$ cat config.mk
export PLATFORM = sky130hd
export DESIGN_NAME = cfg_bitstream_serializer
export DESIGN_NICKNAME = d
export VERILOG_FILES = /design/src/rtl/cfg_bitstream_serializer.sv
export SDC_FILE = /design/constraint.sdc
export NUM_CORES = 1
export LEC_CHECK = 0
export ABC_AREA = 1
export CAP_MARGIN = 40
export CORE_MARGIN = 10
export CORE_UTILIZATION = 55
export DETAILED_ROUTE_END_ITERATION = 8
export DONT_BUFFER_PORTS = 1
export PLACE_DENSITY = 0.68
export SLEW_MARGIN = 15
export SYNTH_ARGS = -nofsm -noshare
export SYNTH_HDL_FRONTEND = slang
export SYNTH_SLANG_ARGS = --single-unit
$ cat constraint.sdc
create_clock -name clk -period 3.8 [get_ports clk]
set_input_delay 0.38 -clock clk [delete_from_list [all_inputs] [get_ports clk]]
set_output_delay 0.38 -clock clk [all_outputs]
set_load 0.05 [all_outputs]
$ cat src/rtl/cfg_bitstream_serializer.sv
`default_nettype none
// ============================================================================
// cfg_bitstream_serializer
//   Byte-wide AXI-stream to 1-bit AXI-stream serializer for the fabric
//   configuration port. Optional CRC-8 via `define CFG_SER_CRC_EN.
// Revision: 1.0
// ============================================================================
module cfg_bitstream_serializer #(
    parameter int BYTE_WIDTH      = 8,
    parameter int MSB_FIRST       = 1,
    parameter int FRAME_CNT_WIDTH = 16
) (
    input  logic                       clk,
    input  logic                       rst_n,
    input  logic                       s_tvalid,
    output logic                       s_tready,
    input  logic [BYTE_WIDTH-1:0]      s_tdata,
    input  logic                       s_tlast,
    output logic                       m_tvalid,
    input  logic                       m_tready,
    output logic                       m_tdata,
    output logic                       m_tlast,
    input  logic                       abort,
    output logic                       busy,
    output logic                       frame_done,
    output logic [FRAME_CNT_WIDTH-1:0] frame_bits,
    output logic [7:0]                 crc_value,
    output logic                       crc_valid
);

    localparam int                         IDX_W    = $clog2(BYTE_WIDTH);
    localparam logic [IDX_W-1:0]           LAST_IDX = IDX_W'(BYTE_WIDTH - 1);
    localparam logic [FRAME_CNT_WIDTH-1:0] FB_MAX   = '1;

    typedef enum logic [0:0] {
        EMPTY = 1'b0,
        SHIFT = 1'b1
    } state_t;

    state_t                  state, state_next;
    logic [BYTE_WIDTH-1:0]   r_sreg;
    logic [BYTE_WIDTH-1:0]   w_shifted;
    logic [IDX_W-1:0]        r_bit_idx;
    logic                    r_last_flag;
    logic                    r_new_frame;
    logic                    w_shifting;
    logic                    w_bit_hs;
    logic                    w_last_bit;
    logic                    w_byte_hs;

    generate
        if (MSB_FIRST != 0) begin : g_msb_first
            assign m_tdata   = r_sreg[BYTE_WIDTH-1];
            assign w_shifted = {r_sreg[BYTE_WIDTH-2:0], 1'b0};
        end else begin : g_lsb_first
            assign m_tdata   = r_sreg[0];
            assign w_shifted = {1'b0, r_sreg[BYTE_WIDTH-1:1]};
        end
    endgenerate

    assign w_shifting = (state == SHIFT);
    assign m_tvalid   = w_shifting;
    assign busy       = w_shifting;
    assign w_last_bit = (r_bit_idx == LAST_IDX);
    assign w_bit_hs   = w_shifting & m_tready;
    assign w_byte_hs  = s_tvalid & s_tready;
    // last_flag survives into EMPTY, so qualify with the SHIFT state
    assign m_tlast    = w_shifting & r_last_flag & w_last_bit;

    always_ff @(posedge clk or negedge rst_n) begin
        if (!rst_n) begin
            state <= EMPTY;
        end else begin
            state <= state_next;
        end
    end

    always_comb begin
        state_next = state;
        s_tready   = 1'b0;
        if (!abort) begin
            s_tready = (state == EMPTY) | (w_bit_hs & w_last_bit);
        end
        case (state)
            EMPTY: if (w_byte_hs) state_next = SHIFT;
            SHIFT: if (w_bit_hs && w_last_bit && !w_byte_hs) state_next = EMPTY;
            default: state_next = EMPTY;
        endcase
        if (abort) begin
            state_next = EMPTY;
        end
    end

    always_ff @(posedge clk or negedge rst_n) begin
        if (!rst_n) begin
            r_sreg      <= '0;
            r_bit_idx   <= '0;
            r_last_flag <= 1'b0;
            r_new_frame <= 1'b1;
            frame_bits  <= '0;
            frame_done  <= 1'b0;
        end else if (abort) begin
            r_sreg      <= '0;
            r_bit_idx   <= '0;
            r_last_flag <= 1'b0;
            r_new_frame <= 1'b1;
            frame_bits  <= '0;
            frame_done  <= 1'b0;
        end else begin
            frame_done <= w_bit_hs & m_tlast;
            if (w_byte_hs) begin
                r_sreg      <= s_tdata;
                r_bit_idx   <= '0;
                r_last_flag <= s_tlast;
            end else if (w_bit_hs && !w_last_bit) begin
                r_sreg    <= w_shifted;
                r_bit_idx <= r_bit_idx + IDX_W'(1);
            end
            if (w_bit_hs) begin
                r_new_frame <= m_tlast;
                if (r_new_frame) begin
                    frame_bits <= FRAME_CNT_WIDTH'(1);
                end else if (frame_bits != FB_MAX) begin
                    frame_bits <= frame_bits + FRAME_CNT_WIDTH'(1);
                end
            end
        end
    end

`ifdef CFG_SER_CRC_EN
    logic [7:0] r_crc;
    logic [7:0] w_crc_next;

    assign w_crc_next = {r_crc[6:0], 1'b0} ^ ((r_crc[7] ^ m_tdata) ? 8'h07 : 8'h00);

    always_ff @(posedge clk or negedge rst_n) begin
        if (!rst_n) begin
            r_crc     <= '0;
            crc_value <= '0;
            crc_valid <= 1'b0;
        end else if (abort) begin
            r_crc     <= '0;
            crc_valid <= 1'b0;
        end else begin
            crc_valid <= 1'b0;
            if (w_bit_hs) begin
                if (m_tlast) begin
                    crc_value <= w_crc_next;
                    crc_valid <= 1'b1;
                    r_crc     <= '0;
                end else begin
                    r_crc <= w_crc_next;
                end
            end
        end
    end
`else
    assign crc_value = '0;
    assign crc_valid = 1'b0;
`endif

endmodule
`default_nettype wire

==> results_dict.tcl, run 1 <==
set metrics [dict create \
    max-cap-violations 0 \
    route.met3.wl_um 366 \
    seq_area_sq_um 777 \
    setup_tns_ns 0 \
    max-slew-margin-rel_pct 56.8 \
    crit_required_ns 4.07 \
    end_kind "flip-flop" \
    outcome "complete, no violations" \
    ctsResizeCount 0 \
    cts_root_buf "clkbuf_4" \
    grt.total_usage_pct 13.6 \
    ir_drop_uv 230 \
    tightest_slew_ns 0.645 \
    highest_layer "met4" \
    clockPowerShare_pct 30.2 \
    htree_levels 2 \
    rsz0062_at_grt "false" \
    detail_route.vias_per_cell 4.87 \
    skew_ns 0.00934 \
    syn_avg_cell_area_sq_um 6.64 \
    syn_area_sq_um 1940 \
    p_total_w 0.000619 \
    reg2reg_depth 8 \
    p_sw_w 0.000190 \
    wl_per_cell_um 12.3 \
    multi_input_area_sq_um 983 \
    cts_tree "yes" \
    r2r_end "r_sreg[2]" \
    cp.arrival_ns 2.58 \
    path_class "flip-flop to flip-flop" \
    cp-startpoint "r_bit_idx[0]" \
    grt_pass1_vias 1562 \
    finalMaxSlewViolations 0 \
    yosysSeqAreaShare_pct 40.1 \
    synth_warnings 0 \
    hold_viol_final 0 \
    p_seq_share_pct 56.6 \
    r2r-start "r_bit_idx[0]" \
    rrSetupSlack_ns 1.50 \
    post_cts_buffers 0 \
    die_h_um 79.4 \
    met2WireLength_um 1930 \
    crit_fanout 9 \
    route.detailed.drc 0 \
    cts_buffers 5 \
    grt_pass1_wl_um 7070 \
    nFillCells 319 \
    met1Wirelength_um 1930 \
    coreArea_sq_um 3360 \
    fmax_ghz 0.434 \
    dp_cells 338 \
    drt-total-wl_um 4270 \
    worstSkewPairLatency_ns 0.33 \
    rows 21 \
    drt_iter0_drc 110 \
    p_leak_nw 1.12 \
    p_per_area_nw_per_um2 300 \
    num_antenna_cells 0 \
    cp-endpoint "r_sreg[2]" \
    synthDistinctLibCells 26 \
    dieArea_sq_um 6300 \
    clock-sinks 31 \
    combinationalPowerShare_pct 13.2 \
    finish.net_count 318 \
    grt_max_degree 32 \
    drive_above_1_share_pct 7.28 \
    finalNonFillerCells 348 \
    portBuffers 0 \
    clock_path_buffers 2 \
    vias 1696 \
    synthCells 292 \
    p_int_w 0.000429 \
    top_level_ports 45 \
    grt_overflow_total 0 \
    antenna_found_initial 0 \
    min_path_type "input pin to flip-flop" \
    finalSetupViolCount 0 \
    period_minus_slack_ns 2.30 \
    antenna_left 0 \
    syn_to_final_growth_pct 6.19 \
    gp_congestion 0.850 \
    fin_util_pct 61.2 \
    clkSlewWorstSetupHoldPaths_ns 0.10 \
    dp_hpwl_um 3110 \
    ys_ff_latch 31 \
    timing.final.crit_share_pct 60.6 \
    die_w_um 79.4 \
    firstDrtPassIters 4 \
    start_util_pct 57.7 \
    swShare_pct 30.6 \
    worstSetupStartpointType "flip-flop" \
    hold_depth 1 \
]
## worst min path at each step
stage                      from       endpoint
after global placement    rst_n  frame_bits[4]
after floorplan           rst_n           busy
after detailed placement  rst_n  frame_bits[4]
after CTS                 abort           busy
after global routing      abort     frame_done
final                     abort           busy
## worst max-delay path, cell delays in order (launching register included)
cell     delay, ns
dfrtp_1       0.40
ha_1          0.16
ha_1          0.19
a21oi_2       0.09
nor2_2        0.48
nand2_2       0.23
a21oi_1       0.50
nand2_1       0.10
nand2_1       0.07
## synthesized netlist by cell type
| cell type | n | area [sq um] |
|---|---|---|
| nand2_1 | 143 | 537 |
| inv_1 | 32 | 120 |
| dfrtp_1 | 30 | 751 |
| nor2_1 | 29 | 109 |
| nand3_1 | 12 | 60.1 |
| buf_4 | 10 | 75.1 |
| o21ai_0 | 5 | 25.0 |
| nor2_2 | 4 | 25.0 |
| a21oi_1 | 3 | 15.0 |
| ha_1 | 3 | 37.5 |
| nand2_2 | 3 | 18.8 |
| nor3_2 | 2 | 20.0 |
| o21bai_1 | 2 | 15.0 |
| xnor2_1 | 2 | 17.5 |
| a21oi_2 | 1 | 8.76 |
| buf_8 | 1 | 15.0 |
| clkbuf_1 | 1 | 3.75 |
| conb_1 | 1 | 3.75 |
| dfstp_2 | 1 | 26.3 |
| nand2_4 | 1 | 11.3 |
| nand4_1 | 1 | 6.26 |
| nor2_4 | 1 | 11.3 |
| nor3_1 | 1 | 5.00 |
| nor4_1 | 1 | 6.26 |
| o211ai_1 | 1 | 7.51 |
| xor2_1 | 1 | 8.76 |
## cell usage in the layout, fill, tap and decap left out, types with 4 or more instances in the layout
cell	n
nand2_1	143
inv_1	32
dfrtp_1	30
nor2_1	29
nand3_1	12
conb_1	9
o21ai_0	5
clkbuf_4	5
nor2_2	4
## cell families (layout without fill, tap and decap cells)
family	after synthesis	count (layout)	synth area share, %
flip-flops	31	31	40.1
other	1	9	0.193
XOR/XNOR	3	3	1.36
AO/OA/AOI/OAI	12	12	3.68
adder cells (fa/ha/maj)	3	3	1.94
AND/OR/NAND/NOR	198	198	41.7
buffers and inverters	44	46	11.0
## state kept, by name, indices dropped and copies added (netlist names)
signal,count
frame_bits,16
frame_done,1
r_sreg,8
r_last_flag,1
busy,1
r_new_frame,1
r_bit_idx,3
## layer usage
layer	global-route usage [%]	vias to the layer above
met5	0	-
met4	3.94	0
met3	5.63	5
met2	22.2	55
met1	16.0	750
li1	-	886
## stage by stage
step	cell area (sq um)	hold WS, ns	setup WS (ns)
2_1_floorplan	1970	0.0844	1.50
3_3_place_gp	1940	0.0855	1.30
3_5_place_dp	1980	0.0857	1.52
4_1_cts	2060	0.0960	1.48
5_1_grt	2060	0.0852	1.29
6_report	2060	0.110	1.50
## cell type report
| class | count | share of cell area [%] |
|---|---|---|
| inverters | 32 | 5.83 |
| repair buffers | 6 | 3.52 |
| multi-input cells | 225 | 47.8 |
| flip-flops and latches | 31 | 37.7 |
| well taps | 46 | 2.79 |
| clock buffers | 8 | 2.37 |
## power groups by stage
stage | logic [W] | clock network, W | registers (W)
detailed placement | 0.0000721 | 0 | 0.000357
global route | 0.0000901 | 0.000204 | 0.000351
finish | 0.0000817 | 0.000187 | 0.000350
global placement | 0.0000611 | 0 | 0.000362
floorplan | 0.0000676 | 0 | 0.000357
CTS | 0.0000821 | 0.000193 | 0.000350
## what timing repair did
| item | in CTS | in global routing |
|---|---|---|
| hold endpoints to repair | 31 | 0 |
| endpoints found under the setup margin | 0 | 0 |
| hold buffers | 2 | 0 |
Note: power is estimated with default switching activity, not from simulation.
==> run 2: changes to the inputs <==
- clock period: 3.8 -> 2.2 ns (I/O delays scaled with it)
==> results_dict.tcl, run 2 (synthesized netlist as in run 1, its figures left out) <==
set metrics [dict create \
    outcome "complete, no violations" \
    cts_buffers 5 \
    die_w_um 79.4 \
    cts_root_buf "clkbuf_4" \
    crit_fanout 9 \
    clock_path_buffers 2 \
    drive_above_1_share_pct 13.1 \
    crit_family "simple AND/OR/NAND/NOR gates" \
    rows 21 \
    drt_iter0_drc 136 \
    hold_viol_final 0 \
    max-cap-violations 0 \
    dieArea_sq_um 6300 \
    finalMaxSlewViolations 0 \
    critical_path_depth 9 \
    crit_required_ns 2.48 \
    min_path_type "input pin to flip-flop" \
    num_antenna_cells 0 \
    final_cell_mix "143 x nand2_1, 32 x inv_1, 30 x dfrtp_1" \
    end_kind "flip-flop" \
    reg2reg_depth 9 \
    finalNonFillerCells 366 \
    portBuffers 0 \
    finalSetupViolCount 0 \
    grt_pass1_wl_um 7390 \
    r2r_end "r_sreg[6]" \
    final_area_sq_um 2200 \
    top_regs "frame_bits: 16 flops, r_sreg: 8 flops, r_bit_idx: 3 flops" \
    grt.total_usage_pct 14.5 \
    placed_area_sq_um 2080 \
    firstDrtPassIters 4 \
    nFillCells 334 \
    p_leak_nw 1.21 \
    path_class "flip-flop to flip-flop" \
    path_buf_inv 0 \
    rrSetupSlack_ns 0.34 \
    route.detailed.drc 0 \
    syn_to_final_growth_pct 13.4 \
    crit_slowest_cell "dfrtp_1" \
    worstSkewPairLatency_ns 0.33 \
    antenna_left 0 \
    worstSetupStartpointType "flip-flop" \
    clkSlewWorstSetupHoldPaths_ns 0.11 \
    rsz0062_at_grt "false" \
    grt_max_degree 32 \
    max_stage_delay_ns 0.41 \
    vias 1718 \
    start_util_pct 57.7 \
    cp.arrival_ns 2.14 \
    use_met2_pct 24.6 \
    antenna_found_initial 0 \
    detail_route.vias_per_cell 4.69 \
    hold_start "abort" \
    use_met1_pct 15.5 \
    drt-total-wl_um 4330 \
    skew_ns 0.00815 \
    worst_hold_slack_ns 0.0286 \
    top_level_ports 45 \
    tightest_slew_ns 0.585 \
    wl_per_cell_um 11.8 \
    hold_depth 3 \
    cp_common_cell "nand2_1" \
    whs_endpoint "frame_bits[3]" \
    grt_pass1_vias 1696 \
    cts_tree "yes" \
    htree_levels 2 \
    timing.final.crit_share_pct 84.6 \
    met3_usage_pct 6.08 \
    busiest_layer "met2" \
    period_minus_slack_ns 1.86 \
    regMostFlops "frame_bits" \
    p_per_area_nw_per_um2 493 \
    largest_reg_flops 16 \
    final_common_cell "nand2_1" \
    grt_overflow_total 0 \
    clock-sinks 31 \
    die_h_um 79.4 \
    finish.net_count 336 \
    fmax_ghz 0.537 \
    max-slew-margin-rel_pct 60.8 \
    coreArea_sq_um 3360 \
    dp_cells 353 \
    setup_tns_ns 0 \
    path_cells "ha_1 -> ha_1 -> a21oi_2 -> nor2_2 -> nand2_2 -> nand2_1 -> nor2_2 -> nand2_1 -> nand2_1" \
    p_total_w 0.00108 \
    gp_congestion 0.854 \
    r2r-start "r_bit_idx[0]" \
    dp_hpwl_um 3290 \
    ir_drop_uv 383 \
]
-- run 2: changes by cell type in the layout (fill, tap and decap cells not counted) --
cell           before  now
buf_16              1    0
clkinv_2            0    1
buf_4               1   19
clkinvlp_4          0    2
buf_1               2    0
clkbuf_1            3    0
dlygate4sd3_1       1    4
-- run 2: timing repair --
action / 4_1_cts / 5_1_grt
gates resized for setup: 0 / 0
hold buffers: 5 / 0
buffers inserted: 0 / 0
endpoints found under the hold margin: 35 / 0
-- run 2: worst register-to-register path, delay by kind of cell, from the launching register on --
family / cells / cell delay [ns]
AND/OR/NAND/NOR: 6 / 0.76
adder cells (fa/ha/maj): 2 / 0.41
AO/OA/AOI/OAI: 1 / 0.22
flip-flops: 1 / 0.41
-- run 2: how the worst max path moves through the flow --
stage / start / to / slack, ns
after floorplan: busy / r_sreg[7] / 0.18
after global placement: r_bit_idx[0] / r_sreg[7] / 0.44
after detailed placement: r_bit_idx[0] / r_sreg[6] / 0.35
after CTS: r_bit_idx[0] / s_tready / 0.32
after global routing: r_bit_idx[0] / r_sreg[4] / 0.16
final: r_bit_idx[0] / r_sreg[6] / 0.34
-- run 2: cell type report --
| class | count | area [sq um] | area share [%] |
|---|---|---|---|
| multi-input cells | 225 | 983 | 44.7 |
| flip-flops and latches | 31 | 777 | 35.3 |
| repair buffers | 24 | 203 | 9.22 |
| inverters | 32 | 120 | 5.46 |
| well taps | 46 | 57.6 | 2.62 |
| clock buffers | 5 | 37.5 | 1.71 |
| clock inverters | 3 | 20.0 | 0.911 |
-- run 2: layer usage --
metal  part of all wire (%)  vias to the layer above  routed length [um]
li1                       -                      921                   -
met1                     44                      756                1910
met2                     48                       37                2090
met3                    6.6                        4                 285
met4                    1.2                        0                  50
met5                      0                        -                   0
-- run 2: power by group --
group / switching, W / internal, W
registers: 0.00000873 / 0.000582
clock network: 0.000213 / 0.000122
logic: 0.000124 / 0.0000349
total: 0.000345 / 0.000739
-- run 2: stage by stage --
stage,util (%),setup WS [ns]
3_5_place_dp,61.9,0.346
3_3_place_gp,61.9,0.437
5_1_grt,65.4,0.158
6_report,65.4,0.339
2_1_floorplan,-,0.175
4_1_cts,65.4,0.324
